<file path="src/rtl/uart_pkg.sv">
// Shared types and helpers for the queued UART transmitter.
package uart_pkg;

   typedef enum logic [1:0] {
      PAR_NONE,
      PAR_EVEN,
      PAR_ODD
   } parity_t;

   typedef enum logic [2:0] {
      IDLE,
      START,
      DATA,
      PAR,
      STOP
   } tx_state_t;

   localparam int MAX_DATA_BITS = 9;

   // Frames narrower than MAX_DATA_BITS arrive zero-extended, so the
   // extra zeros do not disturb the XOR.
   function automatic logic calc_parity(input logic [MAX_DATA_BITS-1:0] data,
                                        input parity_t mode);
      case (mode)
         PAR_EVEN: return ^data;
         PAR_ODD:  return ~^data;
         default:  return 1'b0;
      endcase
   endfunction

endpackage

</file>
<file path="src/rtl/uart_tx_q_sync_fifo.sv">
// Synchronous show-ahead FIFO: dout always presents the head entry while not empty.
module sync_fifo #(
   parameter int WIDTH = 8,
   parameter int DEPTH = 4
) (
   input  logic                     clk,
   input  logic                     rst_n,
   input  logic                     wr,
   input  logic [WIDTH-1:0]         din,
   input  logic                     rd,
   output logic [WIDTH-1:0]         dout,
   output logic                     full,
   output logic                     empty,
   output logic [$clog2(DEPTH):0]   count
);

   localparam int PW = $clog2(DEPTH);
   localparam int CW = PW + 1;

   logic [WIDTH-1:0] mem_q [DEPTH];
   logic [PW-1:0]    wp_q, rp_q;
   logic [CW-1:0]    count_q, count_d;
   logic             full_q;
   logic             push, pop;

   // A write while full is dropped even if a read frees a slot in the same cycle.
   assign push    = wr & ~full_q;
   assign pop     = rd & (count_q != '0);
   assign count_d = count_q + CW'(push) - CW'(pop);

   // NOTE: storage carries no reset; only pointers and occupancy define validity,
   // so clearing the array would add reset fan-out for no functional gain.
   always_ff @(posedge clk) begin
      if (push) mem_q[wp_q] <= din;
   end

   // NOTE: state registers use non-blocking assignments so every flop samples
   // pre-edge values regardless of statement order.
   always_ff @(posedge clk or negedge rst_n) begin
      if (!rst_n) begin
         wp_q    <= '0;
         rp_q    <= '0;
         count_q <= '0;
         full_q  <= 1'b0;
      end else begin
         if (push) wp_q <= wp_q + 1'b1;
         if (pop)  rp_q <= rp_q + 1'b1;
         count_q <= count_d;
         full_q  <= (count_d == CW'(DEPTH));
      end
   end

   assign dout  = mem_q[rp_q];
   assign full  = full_q;
   assign empty = (count_q == '0);
   assign count = count_q;

endmodule

</file>
<file path="src/rtl/uart_tx_q.sv">
// UART transmitter fed by a DEPTH-entry queue; frames go out back-to-back
// with configurable data width, parity and stop bits.
module uart_tx_q
   import uart_pkg::*;
#(
   parameter int BAUD_DIV  = 2604,
   parameter int DATA_BITS = 8,
   parameter int PARITY    = 0,
   parameter int STOP_BITS = 1,
   parameter int DEPTH     = 4
) (
   input  logic                   clk,
   input  logic                   rst_n,
   input  logic                   wr,
   input  logic [DATA_BITS-1:0]   tx_data,
   output logic                   full,
   output logic [$clog2(DEPTH):0] count,
   output logic                   ovf,
   output logic                   tx,
   output logic                   busy,
   output logic                   tx_done
);

   localparam int             BW        = $clog2(BAUD_DIV);
   localparam logic [BW-1:0]  BAUD_LAST = BW'(BAUD_DIV - 1);
   localparam parity_t        PMODE     = (PARITY == 1) ? PAR_EVEN :
                                          (PARITY == 2) ? PAR_ODD  : PAR_NONE;

   if (BAUD_DIV < 2) begin : g_bad_baud
      $error("uart_tx_q: BAUD_DIV must be >= 2");
   end
   if (DATA_BITS < 5 || DATA_BITS > MAX_DATA_BITS) begin : g_bad_width
      $error("uart_tx_q: DATA_BITS must be 5..9");
   end
   if (PARITY < 0 || PARITY > 2) begin : g_bad_parity
      $error("uart_tx_q: PARITY must be 0, 1 or 2");
   end
   if (STOP_BITS < 1 || STOP_BITS > 2) begin : g_bad_stop
      $error("uart_tx_q: STOP_BITS must be 1 or 2");
   end
   if (DEPTH < 2 || (DEPTH & (DEPTH - 1)) != 0) begin : g_bad_depth
      $error("uart_tx_q: DEPTH must be a power of 2, >= 2");
   end

   tx_state_t             state_q, state_d;
   logic [BW-1:0]         baud_q, baud_d;
   logic [3:0]            bit_q, bit_d;
   logic [DATA_BITS-1:0]  shift_q, shift_d;
   logic                  par_q, par_d;
   logic                  tx_q, tx_d;
   logic                  last_q, done_q, ovf_q;
   logic                  bit_end, load, stop_end;
   logic [DATA_BITS-1:0]  fifo_dout;
   logic                  fifo_empty, fifo_full;

   sync_fifo #(
      .WIDTH (DATA_BITS),
      .DEPTH (DEPTH)
   ) u_fifo (
      .clk   (clk),
      .rst_n (rst_n),
      .wr    (wr),
      .din   (tx_data),
      .rd    (load),
      .dout  (fifo_dout),
      .full  (fifo_full),
      .empty (fifo_empty),
      .count (count)
   );

   assign bit_end = (baud_q == BAUD_LAST);

   // tx_d is the line level for the current state; registering it delays the
   // whole line (and tx_done) by one cycle relative to the state machine.
   // NOTE: every always_comb output is defaulted first so no path can infer a latch.
   always_comb begin
      state_d  = state_q;
      baud_d   = (state_q == IDLE || bit_end) ? '0 : baud_q + 1'b1;
      bit_d    = bit_q;
      shift_d  = shift_q;
      par_d    = par_q;
      tx_d     = 1'b1;
      load     = 1'b0;
      stop_end = 1'b0;

      case (state_q)
         IDLE: load = ~fifo_empty;
         START: begin
            tx_d = 1'b0;
            if (bit_end) begin
               state_d = DATA;
               bit_d   = '0;
            end
         end
         DATA: begin
            tx_d = shift_q[0];
            if (bit_end) begin
               shift_d = shift_q >> 1;
               if (bit_q == 4'(DATA_BITS - 1)) begin
                  bit_d   = '0;
                  state_d = (PMODE != PAR_NONE) ? PAR : STOP;
               end else begin
                  bit_d = bit_q + 1'b1;
               end
            end
         end
         PAR: begin
            tx_d = par_q;
            if (bit_end) begin
               state_d = STOP;
               bit_d   = '0;
            end
         end
         STOP: begin
            if (bit_end) begin
               if (bit_q == 4'(STOP_BITS - 1)) begin
                  stop_end = 1'b1;
                  state_d  = IDLE;
                  load     = ~fifo_empty;
               end else begin
                  bit_d = bit_q + 1'b1;
               end
            end
         end
         default: state_d = IDLE;
      endcase

      if (load) begin
         shift_d = fifo_dout;
         par_d   = calc_parity(MAX_DATA_BITS'(fifo_dout), PMODE);
         baud_d  = '0;
         bit_d   = '0;
         state_d = START;
      end
   end

   always_ff @(posedge clk or negedge rst_n) begin
      if (!rst_n) begin
         state_q <= IDLE;
         baud_q  <= '0;
         bit_q   <= '0;
         shift_q <= '0;
         par_q   <= 1'b0;
         tx_q    <= 1'b1;
         last_q  <= 1'b0;
         done_q  <= 1'b0;
         ovf_q   <= 1'b0;
      end else begin
         state_q <= state_d;
         baud_q  <= baud_d;
         bit_q   <= bit_d;
         shift_q <= shift_d;
         par_q   <= par_d;
         tx_q    <= tx_d;
         last_q  <= stop_end;
         done_q  <= last_q;
         ovf_q   <= wr & fifo_full;
      end
   end

   assign tx      = tx_q;
   assign tx_done = done_q;
   assign ovf     = ovf_q;
   assign full    = fifo_full;
   assign busy    = (state_q != IDLE);

endmodule

</file>
<file path="config.mk">
export PLATFORM = sky130hd
export DESIGN_NAME = uart_tx_q
export DESIGN_NICKNAME = d
export VERILOG_FILES = /design/src/rtl/uart_pkg.sv /design/src/rtl/uart_tx_q_sync_fifo.sv /design/src/rtl/uart_tx_q.sv
export SDC_FILE = /design/constraint.sdc
export NUM_CORES = 1
export LEC_CHECK = 0
export BUFFER_PORTS_ARGS = -buffer_cell sky130_fd_sc_hd__buf_2
export CORE_AREA = 2 2 93 95
export CTS_BUF_LIST = sky130_fd_sc_hd__clkbuf_2 sky130_fd_sc_hd__clkbuf_4 sky130_fd_sc_hd__clkbuf_8
export CTS_CLUSTER_SIZE = 28
export DETAILED_ROUTE_END_ITERATION = 16
export DIE_AREA = 0 0 95 97
export GPL_TIMING_DRIVEN = 0
export PLACE_DENSITY = 0.62
export SKIP_CTS_REPAIR_TIMING = 1
export SLEW_MARGIN = 15
export SYNTH_ARGS = -nofsm -noshare
export SYNTH_HDL_FRONTEND = slang
export SYNTH_SLANG_ARGS = --single-unit
</file>
<file path="constraint.sdc">
create_clock -name clk -period 4.8 [get_ports clk]
set_clock_uncertainty 0.1 [all_clocks]
set_input_delay 0.96 -clock clk [delete_from_list [all_inputs] [get_ports clk]]
set_output_delay 0.96 -clock clk [all_outputs]
set_load 0.005 [all_outputs]
</file>
==> run metrics, run 1 <==
outcome complete, no violations; Req. time, crit path 4.95 ns; ys flop type dfrtp_1; pre-CTS setup slack 1.493 ns; fraction of layout cells with a size suffix above 1 0.2014; Via density approximately 5; vias in the first global route 1867; syn nets 265; leakage 1.539 nW; Max VDD drop 259.6 uV; Final WS setup roughly 1.5 ns; final slew viol count 0; Clock power frac 0.278; Post-synth EDFFs 32; core area 8134 um^2; clk sinks 71; Final setup viols 0; diode count 0; Die Ht 97 um; clock root cell clkbuf_8; antenna violations before repair 0; slew margin rel. 0.4377; MaxCap Viol Count 0; sequential area share after synthesis 0.6082; Gate power share 0.258; GPL Wtd Cong roughly 0.77; initial core utilization 0.3918; Num CTS Buffers 9; Post-Route Setup TNS 0 ns; R2R depth 15; Final Net Count 294; drt total wl between 5 and 6 mm; internal power 1.310 mW; power density over the cells a little over 500 nW/um^2; WL/cell 13.75 um; final worst-path cycle share 0.6918; DR iter-0 viols 60; hold depth 0; clk slew on worst S/H paths 0.07 ns; final worst path period need 3.321 ns; antenna viol nets, final 0; Psw 0.5541 mW; dpl hpwl 3.637 mm; die footprint 9215 um^2; Synth Cell Area 3187 um^2; WHS 0.2574 ns; startpoint types flip-flop; Post-Syn Instances ~240; crit path max fanout 10; asr flop ratio synth 0.5493; placed cells 367; clock buffer depth 2; die width 95 um; synth-to-layout area growth 13.82%; switching share of power 0.2973; post-route design area roughly 3600 um^2; Port Buf Inserts 18; RSZ-0062 raised after global routing false; GR Overflow Total 0; Sequential Power Share 0.464; Max Fclk roughly 300 MHz; Synth warnings 0; Worst Tran Pin Value 0.8434 ns; Finished Layout Cells roughly 380; CP Capture Type flip-flop; clk_lat worst skew 0.34 ns; first-pass GRT wire length 9.059 mm; io pins 19; dpl cell area 3408 um^2; Netlist cell types 47; DRC violations left 0; Core Rows 33; CTS tree done; First-pass DRT Iterations 4; Hold Crit Class flip-flop to flip-flop; critical path class flip-flop to flip-flop; Yosys reg bits 71; gr usage total 0.1283; vias 1860; H-tree levels 3; Mean Syn Cell Area 13.06 um^2; largest net degree at the start of global routing 40; Hold Vio Cnt, Final 0; CP Data Arrival Time 3.47 ns
## Yosys cell counts (2+ instances only)
| cell | n | area (um^2) |
|---|---|---|
| dfrtp_1 | 38 | 950.9 |
| edfxtp_1 | 32 | 960.9 |
| nor2_1 | 27 | 101.4 |
| nand2_1 | 18 | 67.56 |
| nand3_1 | 12 | 60.06 |
| inv_1 | 11 | 41.29 |
| a21oi_1 | 10 | 50.05 |
| ha_1 | 9 | 112.6 |
| mux2i_1 | 8 | 80.08 |
| mux4_2 | 8 | 180.2 |
| xnor2_1 | 7 | 61.31 |
| xor2_1 | 7 | 61.31 |
| clkbuf_1 | 6 | 22.52 |
| and2_1 | 5 | 31.28 |
| and3_1 | 5 | 31.28 |
| o21ai_1 | 4 | 20.02 |
| buf_2 | 2 | 10.01 |
| inv_2 | 2 | 7.510 |
| nor3b_1 | 2 | 15.01 |
| o211ai_1 | 2 | 15.01 |
| o21ai_0 | 2 | 10.01 |
| o22ai_1 | 2 | 12.51 |
## kinds of logic after synthesis
group	count (synthesis)	share of synthesized area
xor gates and xnor gates	15	0.04358
muxes	16	0.08166
and+or+nand+nor	84	0.1425
buffers and inverters	23	0.03062
DFF	71	0.6082
AOI/OAI and AO/OA	25	0.05183
adders and majority gates	10	0.04162
## flip-flops by register name, indices dropped and copies added, names as in the netlist, 2 cells and up
register      flops
u_fifo.count      3
bit_q             4
u_fifo.rp_q       2
shift_q           8
baud_q           12
u_fifo.mem_q     32
state_q           3
u_fifo.wp_q       2
## cell usage in the layout (no fill, tap or decap), types with 4 or more instances in the layout
cell	count
a21oi_1	10
and2_1	5
and3_1	5
buf_2	20
clkbuf_1	6
clkbuf_8	9
dfrtp_1	38
edfxtp_1	32
ha_1	9
inv_1	11
mux2i_1	8
mux4_2	8
nand2_1	18
nand3_1	12
nor2_1	27
o21ai_1	4
xnor2_1	7
xor2_1	7
## per-layer routing
layer,vias up,share of wire,GRT usage,wire length (um)
li1,923,-,-,-
met1,910,0.47,0.1662,2470
met2,27,0.49,0.2013,2596
met3,0,0.038,0.04751,200
met4,0,0,0.03679,0
met5,-,0,0,0
## power by group through the flow
stage,clock network [mW],logic [mW],registers (mW)
6_report,0.518,0.481,0.865
5_1_grt,0.566,0.549,0.883
4_1_cts,0.536,0.497,0.867
3_5_place_dp,0,0.495,0.879
3_3_place_gp,0,0.482,0.875
2_1_floorplan,0,0.375,0.860
## through the flow
stage | utilization | power (mW)
final | 0.4459 | 1.864
after global placement | 0.4190 | 1.356
after global routing | 0.4459 | 1.997
after detailed placement | 0.4190 | 1.374
after CTS | 0.4459 | 1.899
after floorplan | - | 1.236
## path summary, 6_finish.rpt
path / to / slack [ns] / start
worst max-delay path: u_fifo.full / 1.48 / bit_q[0]
worst min-delay path: tx_done / 0.26 / last_q
worst max register to register: u_fifo.full / 1.48 / bit_q[0]
worst min register to register: tx_done / 0.26 / last_q
max in group asynchronous: u_fifo.rp_q[0] / 3.44 / rst_n
min in group asynchronous: baud_q[3] / 0.62 / rst_n
## layout make-up
| cell class | instances | area, um^2 |
|---|---|---|
| tap | 105 | 131.4 |
| inverter | 14 | 53.80 |
| multi-input combinational | 150 | 1151 |
| timing repair buffer | 18 | 90.09 |
| sequential | 71 | 1938 |
| buffer | 9 | 43.79 |
| fill | 755 | 4507 |
| clock buffer | 9 | 123.9 |
| clock inverter | 7 | 95.09 |
## critical path, cell delays in order (launching register included)
cell and delay, ns:
dfrtp_1 0.43, inv_1 0.07, ha_1 0.13, or3b_1 0.34
clkbuf_1 0.19, o41ai_4 0.32, nand2_4 0.17, clkinv_2 0.12
ha_1 0.23, inv_1 0.05, ha_1 0.13, inv_1 0.05
fa_1 0.37, xnor2_1 0.18, xnor2_1 0.15, nor3b_1 0.19
(Power assumes the default switching activity.)
==> run 2, diff against run 1 <==
==> constraint.sdc (replaced) <==
create_clock -name clk -period 3.4 [get_ports clk]
set_clock_uncertainty 0.1 [all_clocks]
set_input_delay 0.68 -clock clk [delete_from_list [all_inputs] [get_ports clk]]
set_output_delay 0.68 -clock clk [all_outputs]
set_load 0.005 [all_outputs]
==> run 2 against run 1 <==
  * Routed wire length grew 0.19%
  * Die area unchanged
  * Register-to-register slack got worse by 1.2 ns
  * Non-clock buffer count rose by 1
  * Critical path type unchanged
==> run metrics, run 2 (same netlist as run 1, synthesis figures left out) <==
final slew viol count 0 (unchanged); Final setup viols 0 (unchanged); CP Capture Type flip-flop; WL/cell 13.74 um (about the same); Worst Hold End tx_done; Die Ht 97 um (unchanged); Core Rows 33 (unchanged); min-delay src last_q; gr usage total 0.1283 (unchanged); outcome complete, no violations; R2R depth 14 (-1); final worst path period need 3.144 ns (-0.1770 ns); commonest non-fill, non-tap cell in the layout dfrtp_1; Final WS setup 0.2562 ns (-1.223 ns); DR iter-0 viols 80 (+33%); dpl hpwl 3.637 mm (unchanged); Final Net Count 295 (+0.34%); hold depth 0 (unchanged); largest reg by FF count u_fifo.mem_q; Worst Tran Pin Value 0.8467 ns (+0.003254 ns); clk slew on worst S/H paths 0.08 ns (about the same); GPL Wtd Cong 0.7686 (unchanged); pre-CTS setup slack 0.09338 ns (-1.400 ns); max reg flops 32 (unchanged); antenna viol nets, final 0 (unchanged); antenna violations before repair 0 (unchanged); synth-to-layout area growth 14.41%; Port Buf Inserts 18 (unchanged); slew margin rel. 0.4355 (-0.002169); clk sinks 71 (unchanged); fraction of layout cells with a size suffix above 1 0.2151 (+0.01361); critical path class flip-flop to flip-flop; CP Data Arrival Time 3.31 ns (-0.16 ns); vias 1858 (-0.11%); GR Overflow Total 0 (unchanged); io pins 19 (unchanged); Num CTS Buffers 9 (unchanged); die footprint 9215 um^2 (unchanged); RSZ-0062 raised after global routing false; power density over the cells 727.0 nW/um^2 (+41%); Via density 4.839 (-0.37%); post-layout util 0.4482 (+0.002308); Worst R2R End u_fifo.full; startpoint types flip-flop; drt total wl 5.277 mm (+0.19%); clock root cell clkbuf_8; core area 8134 um^2 (unchanged); clk_lat worst skew 0.34 ns (about the same); reg2reg start bit_q[0]; Post-Route Setup TNS 0 ns (unchanged); MaxCap Viol Count 0 (unchanged); diode count 0 (unchanged); initial core utilization 0.3918 (unchanged); WHS 0.2578 ns (+0.0003150 ns); r2r setup slk 0.26 ns (-1.22 ns); vias in the first global route 1867 (unchanged); Max Fclk 318.1 MHz (+5.6%); CTS tree done; H-tree levels 3 (unchanged); Req. time, crit path 3.56 ns (-1.39 ns); die width 95 um (unchanged); Hold Crit Class flip-flop to flip-flop; largest net degree at the start of global routing 40 (unchanged); post-route design area 3646 um^2 (+0.52%); First-pass DRT Iterations 4 (unchanged); most frequent cells in the layout dfrtp_1, edfxtp_1, nor2_1; leakage 1.544 nW (+0.33%); Largest regs u_fifo.mem_q x32, baud_q x12, shift_q x8; crit path max fanout 6 (-4); final worst-path cycle share 0.9247 (+0.2328); Hold Vio Cnt, Final 0 (unchanged); DRC violations left 0 (unchanged); Max VDD drop 366.4 uV (+41%); clock buffer depth 2 (unchanged); dpl cell area 3408 um^2 (unchanged); first-pass GRT wire length 9.059 mm (unchanged)
run 2: worst max-delay path: stages, from the launching register on:
cell      delay, ns
dfrtp_1        0.43
inv_1          0.07
ha_1           0.13
or3b_4         0.42
o41ai_4        0.37
nand2_4        0.12
clkinv_2       0.10
ha_1           0.22
inv_1          0.05
ha_1           0.13
inv_1          0.05
fa_1           0.37
xnor2_1        0.18
xnor2_1        0.15
nor3b_2        0.18
run 2: stage by stage:
| stage | cells | power [mW] |
|---|---|---|
| after CTS | 383 | 2.681 |
| after global routing | 384 | 2.838 |
| after detailed placement | 367 | 1.940 |
| after global placement | 367 | 1.915 |
| final | 384 | 2.650 |
| after floorplan | 244 | 1.744 |
run 2: worst max path at each step:
stage | from | end | slack (ns) | cells after the start
after floorplan | bit_q[0] | u_fifo.full | 0.37 | 15
after global placement | bit_q[0] | u_fifo.full | 0.07 | 15
after detailed placement | bit_q[0] | u_fifo.full | 0.09 | 15
after CTS | bit_q[0] | u_fifo.full | 0.07 | 15
after global routing | bit_q[0] | u_fifo.full | 0.04 | 14
final | bit_q[0] | u_fifo.full | 0.26 | 14
run 2: report_power, final:
| part | internal (mW) | switching [mW] |
|---|---|---|
| registers | 1.11 | 0.108 |
| clock network | 0.416 | 0.318 |
| logic | 0.333 | 0.364 |
| total | 1.86 | 0.790 |
run 2: cell type report:
type	instances	area [um^2]
clock inverter	7	95.09
timing repair buffer	20	105.1
clock buffer	9	123.9
sequential	71	1938
buffer	8	40.04
inverter	14	53.80
multi-input combinational	150	1159
tap	105	131.4
fill	755	4488
run 2: routing by layer:
layer / global-route usage / share of wire
met5: 0 / 0
met3: 0.04751 / 0.039
met1: 0.1662 / 0.47
met2: 0.2013 / 0.50
met4: 0.03679 / 0
==> run 3, diff against run 2 <==
--- a/config.mk
+++ b/config.mk
@@ -6,15 +6,16 @@
 export NUM_CORES = 1
 export LEC_CHECK = 0
 export BUFFER_PORTS_ARGS = -buffer_cell sky130_fd_sc_hd__buf_2
-export CORE_AREA = 2 2 93 95
+export CORE_AREA = 2 2 94 96
 export CTS_BUF_LIST = sky130_fd_sc_hd__clkbuf_2 sky130_fd_sc_hd__clkbuf_4 sky130_fd_sc_hd__clkbuf_8
 export CTS_CLUSTER_SIZE = 28
 export DETAILED_ROUTE_END_ITERATION = 16
-export DIE_AREA = 0 0 95 97
+export DIE_AREA = 0 0 96 98
 export GPL_TIMING_DRIVEN = 0
 export PLACE_DENSITY = 0.62
 export SKIP_CTS_REPAIR_TIMING = 1
 export SLEW_MARGIN = 15
 export SYNTH_ARGS = -nofsm -noshare
 export SYNTH_HDL_FRONTEND = slang
+export SYNTH_HIERARCHICAL = 1
 export SYNTH_SLANG_ARGS = --single-unit
==> run 3 against run 2 <==
  * Setup slack lost 0.20 ns
  * First-iteration DRC count grew 38%
  * Routed wire length grew 2.5%
  * Total power grew 5.9%
  * Register-to-register slack lost 0.20 ns
  * Critical path depth grew 2
  * Cell area grew 4.5%
  * Count of clock-buffer cells in the layout is the same
  * Combinational power grew 15%
==> run metrics, run 3 <==
GR Overflow Total 0 (unchanged); Netlist cell types 53 (+13%); largest reg by FF count u_fifo/mem_q; Yosys reg bits 71 (unchanged); crit-path cells inv_1, ha_2, nor3b_4, nand4_2, a211o_1, buf_8, clkinvlp_4, o31ai_4, inv_2, ha_4, inv_2, ha_4, inv_2, fa_1, or3b_1, mux2i_1; RSZ-0062 raised after global routing true; Mean Syn Cell Area 14.05 um^2 (+7.6%); vias in the first global route 1893 (+1.4%); final worst path period need 3.341 ns (+0.1975 ns); ys flop type dfrtp_1; Max VDD drop 327.5 uV (-11%); R2R depth 16 (+2); DR iter-0 viols 110 (+38%); Worst Tran Pin Value 0.8828 ns (+0.03610 ns); Post-Syn Instances 231 (-5.3%); Critical Path Stages 16 (+2); leakage 1.566 nW (+1.4%); asr flop ratio synth 0.5493 (unchanged); diode count 0 (unchanged); max reg flops 32 (unchanged); clock root cell clkbuf_8; Synth Cell Area 3246 um^2 (+1.8%); Worst path max stage delay 0.54 ns (+0.11 ns); antenna viol nets, final 0 (unchanged); Die Ht 98 um (+1.0%); Final setup viols 0 (unchanged); post-layout util 0.4499 (+0.001658); fraction of layout cells with a size suffix above 1 0.3125 (+0.09745); Hold Crit Class flip-flop to flip-flop; top-count cell post-synth dfrtp_1; Largest regs u_fifo/mem_q x32, baud_q x12, shift_q x8; Core Rows 34 (+3.0%); reg2reg start bit_q[1]; synth-to-layout area growth 17.35%; Hold Vio Cnt, Final 0 (unchanged); Crit path top cell by count inv_2; WL/cell 14.24 um (+3.6%); Worst Path Buf+Inv 6 (+2); drt total wl 5.411 mm (+2.5%); antenna violations before repair 0 (unchanged); H-tree levels 3 (unchanged); sequential area share after synthesis 0.5971 (-0.01102); Via density 5.058 (+4.5%); fillers 753 (-0.26%); crit path max fanout 4 (-2); Final Net Count 288 (-2.4%); top cells by area, synth edfxtp_1, dfrtp_1, mux4_2, ha_1, mux2_4; CP Data Arrival Time 3.51 ns (+0.20 ns); Port Buf Inserts 18 (unchanged); die footprint 9408 um^2 (+2.1%); Worst R2R End u_fifo/full; Max Fclk 299.3 MHz (-5.9%); slowest CP cell fa_1; core area 8466 um^2 (+4.1%); WHS 0.2591 ns (+0.001374 ns); placed cells 357 (-2.7%); GPL Wtd Cong 0.7505 (-2.4%); startpoint types flip-flop; Synth top cells by count dfrtp_1, edfxtp_1, nor2_1, inv_1, ha_1; commonest non-fill, non-tap cell in the layout dfrtp_1; die width 96 um (+1.1%); Finished Layout Cells 380 (-1.0%); First-pass DRT Iterations 4 (unchanged); most frequent cells in the layout dfrtp_1, edfxtp_1, buf_2; initial core utilization 0.3834 (-0.008398); DRC violations left 0 (unchanged); largest net degree at the start of global routing 40 (unchanged); r2r setup slk 0.06 ns (-0.20 ns); io pins 19 (unchanged); dpl hpwl 3.635 mm (about the same); final worst-path cycle share 0.9828 (+0.05810); clk_lat worst skew 0.35 ns (about the same); dominant cell type by area after synthesis edfxtp_1; Post-synth EDFFs 32 (unchanged); gr usage total 0.1277 (-0.0005536); critical path class flip-flop to flip-flop; first-pass GRT wire length 9.142 mm (+0.92%); vias 1922 (+3.4%); Req. time, crit path 3.57 ns (about the same); clk slew on worst S/H paths 0.08 ns (about the same); CP Capture Type flip-flop; clock buffer depth 2 (unchanged); Critical Path End u_fifo/full; share of the synthesized area in the top cell type 0.2961 (-0.005463); CTS tree done; Num CTS Buffers 9 (unchanged); CP top delay family adder cells; syn nets 252 (-4.9%); outcome complete, no violations; MaxCap Viol Count 0 (unchanged); power density over the cells 737.1 nW/um^2 (+1.4%); clk sinks 71 (unchanged); Synth warnings 6 (+6); final slew viol count 0 (unchanged); crit path launch bit_q[1]; slew margin rel. 0.4115 (-0.02406)
==> run 3: cell types whose count changed in the layout (fill, tap and decap cells not counted), moves of 3 or more <==
cell / delta
buf_4: +5
mux2i_1: -6
mux2_4: +6
nand3_1: -6
nor2_1: -12
a21oi_1: -5
nand2_1: -11
o21ai_1: -4
o21ai_0: +6
mux2_2: +6
ha_1: -4
nand4_1: +6
and3_1: -3
==> run 3: metal layers <==
layer | vias up | routed length, um | GRT usage
li1 | 924 | - | -
met1 | 953 | 2423 | 0.1710
met2 | 35 | 2634 | 0.1886
met3 | 10 | 229 | 0.03549
met4 | 0 | 123 | 0.06593
met5 | - | 0 | 0
==> run 3: power by group <==
part | total [mW] | internal [mW] | switching (mW)
sequential | 1.25 | 1.12 | 0.134
combinational | 0.804 | 0.441 | 0.363
clock | 0.753 | 0.422 | 0.331
total | 2.81 | 1.98 | 0.828
==> run 3: area by class of cell <==
class / instances / area, um^2 / area share
tap: 108 / 135.1 / 0.03548
timing repair buffer: 25 / 142.6 / 0.03745
clock inverter: 7 / 102.6 / 0.02694
inverter: 14 / 56.30 / 0.01478
clock buffer: 9 / 123.9 / 0.03252
multi-input combinational: 139 / 1262 / 0.3315
buffer: 7 / 47.55 / 0.01248
sequential: 71 / 1938 / 0.5089
==> run 3: how the worst min path moves through the flow <==
stage                       from       to  slack (ns)  cells after the start
after global routing      last_q  tx_done        0.28                      0
after global placement    last_q  tx_done        0.24                      0
after CTS                 last_q  tx_done        0.26                      0
final                     last_q  tx_done        0.26                      0
after floorplan           last_q  tx_done        0.23                      0
after detailed placement  last_q  tx_done        0.24                      0
==> run 3: cell families after synthesis <==
family,share of synthesized area
AOI/OAI and AO/OA,0.04896
xor gates and xnor gates,0.03778
adders and majority gates,0.04086
buffers and inverters,0.02968
DFF,0.5971
muxes,0.1137
and+or+nand+nor,0.1318
==> run 3: per-stage QoR <==
stage / total power, mW / TNS, ns / area (um^2) / setup WS, ns
after floorplan: 1.819 / 0 / 3246 / 0.1381
after global placement: 1.997 / -0.1841 / 3471 / -0.1841
after detailed placement: 2.015 / -0.1885 / 3471 / -0.1885
after CTS: 2.781 / -0.2568 / 3697 / -0.2345
after global routing: 3.002 / -0.1170 / 3809 / -0.1170
final: 2.807 / 0 / 3809 / 0.05863
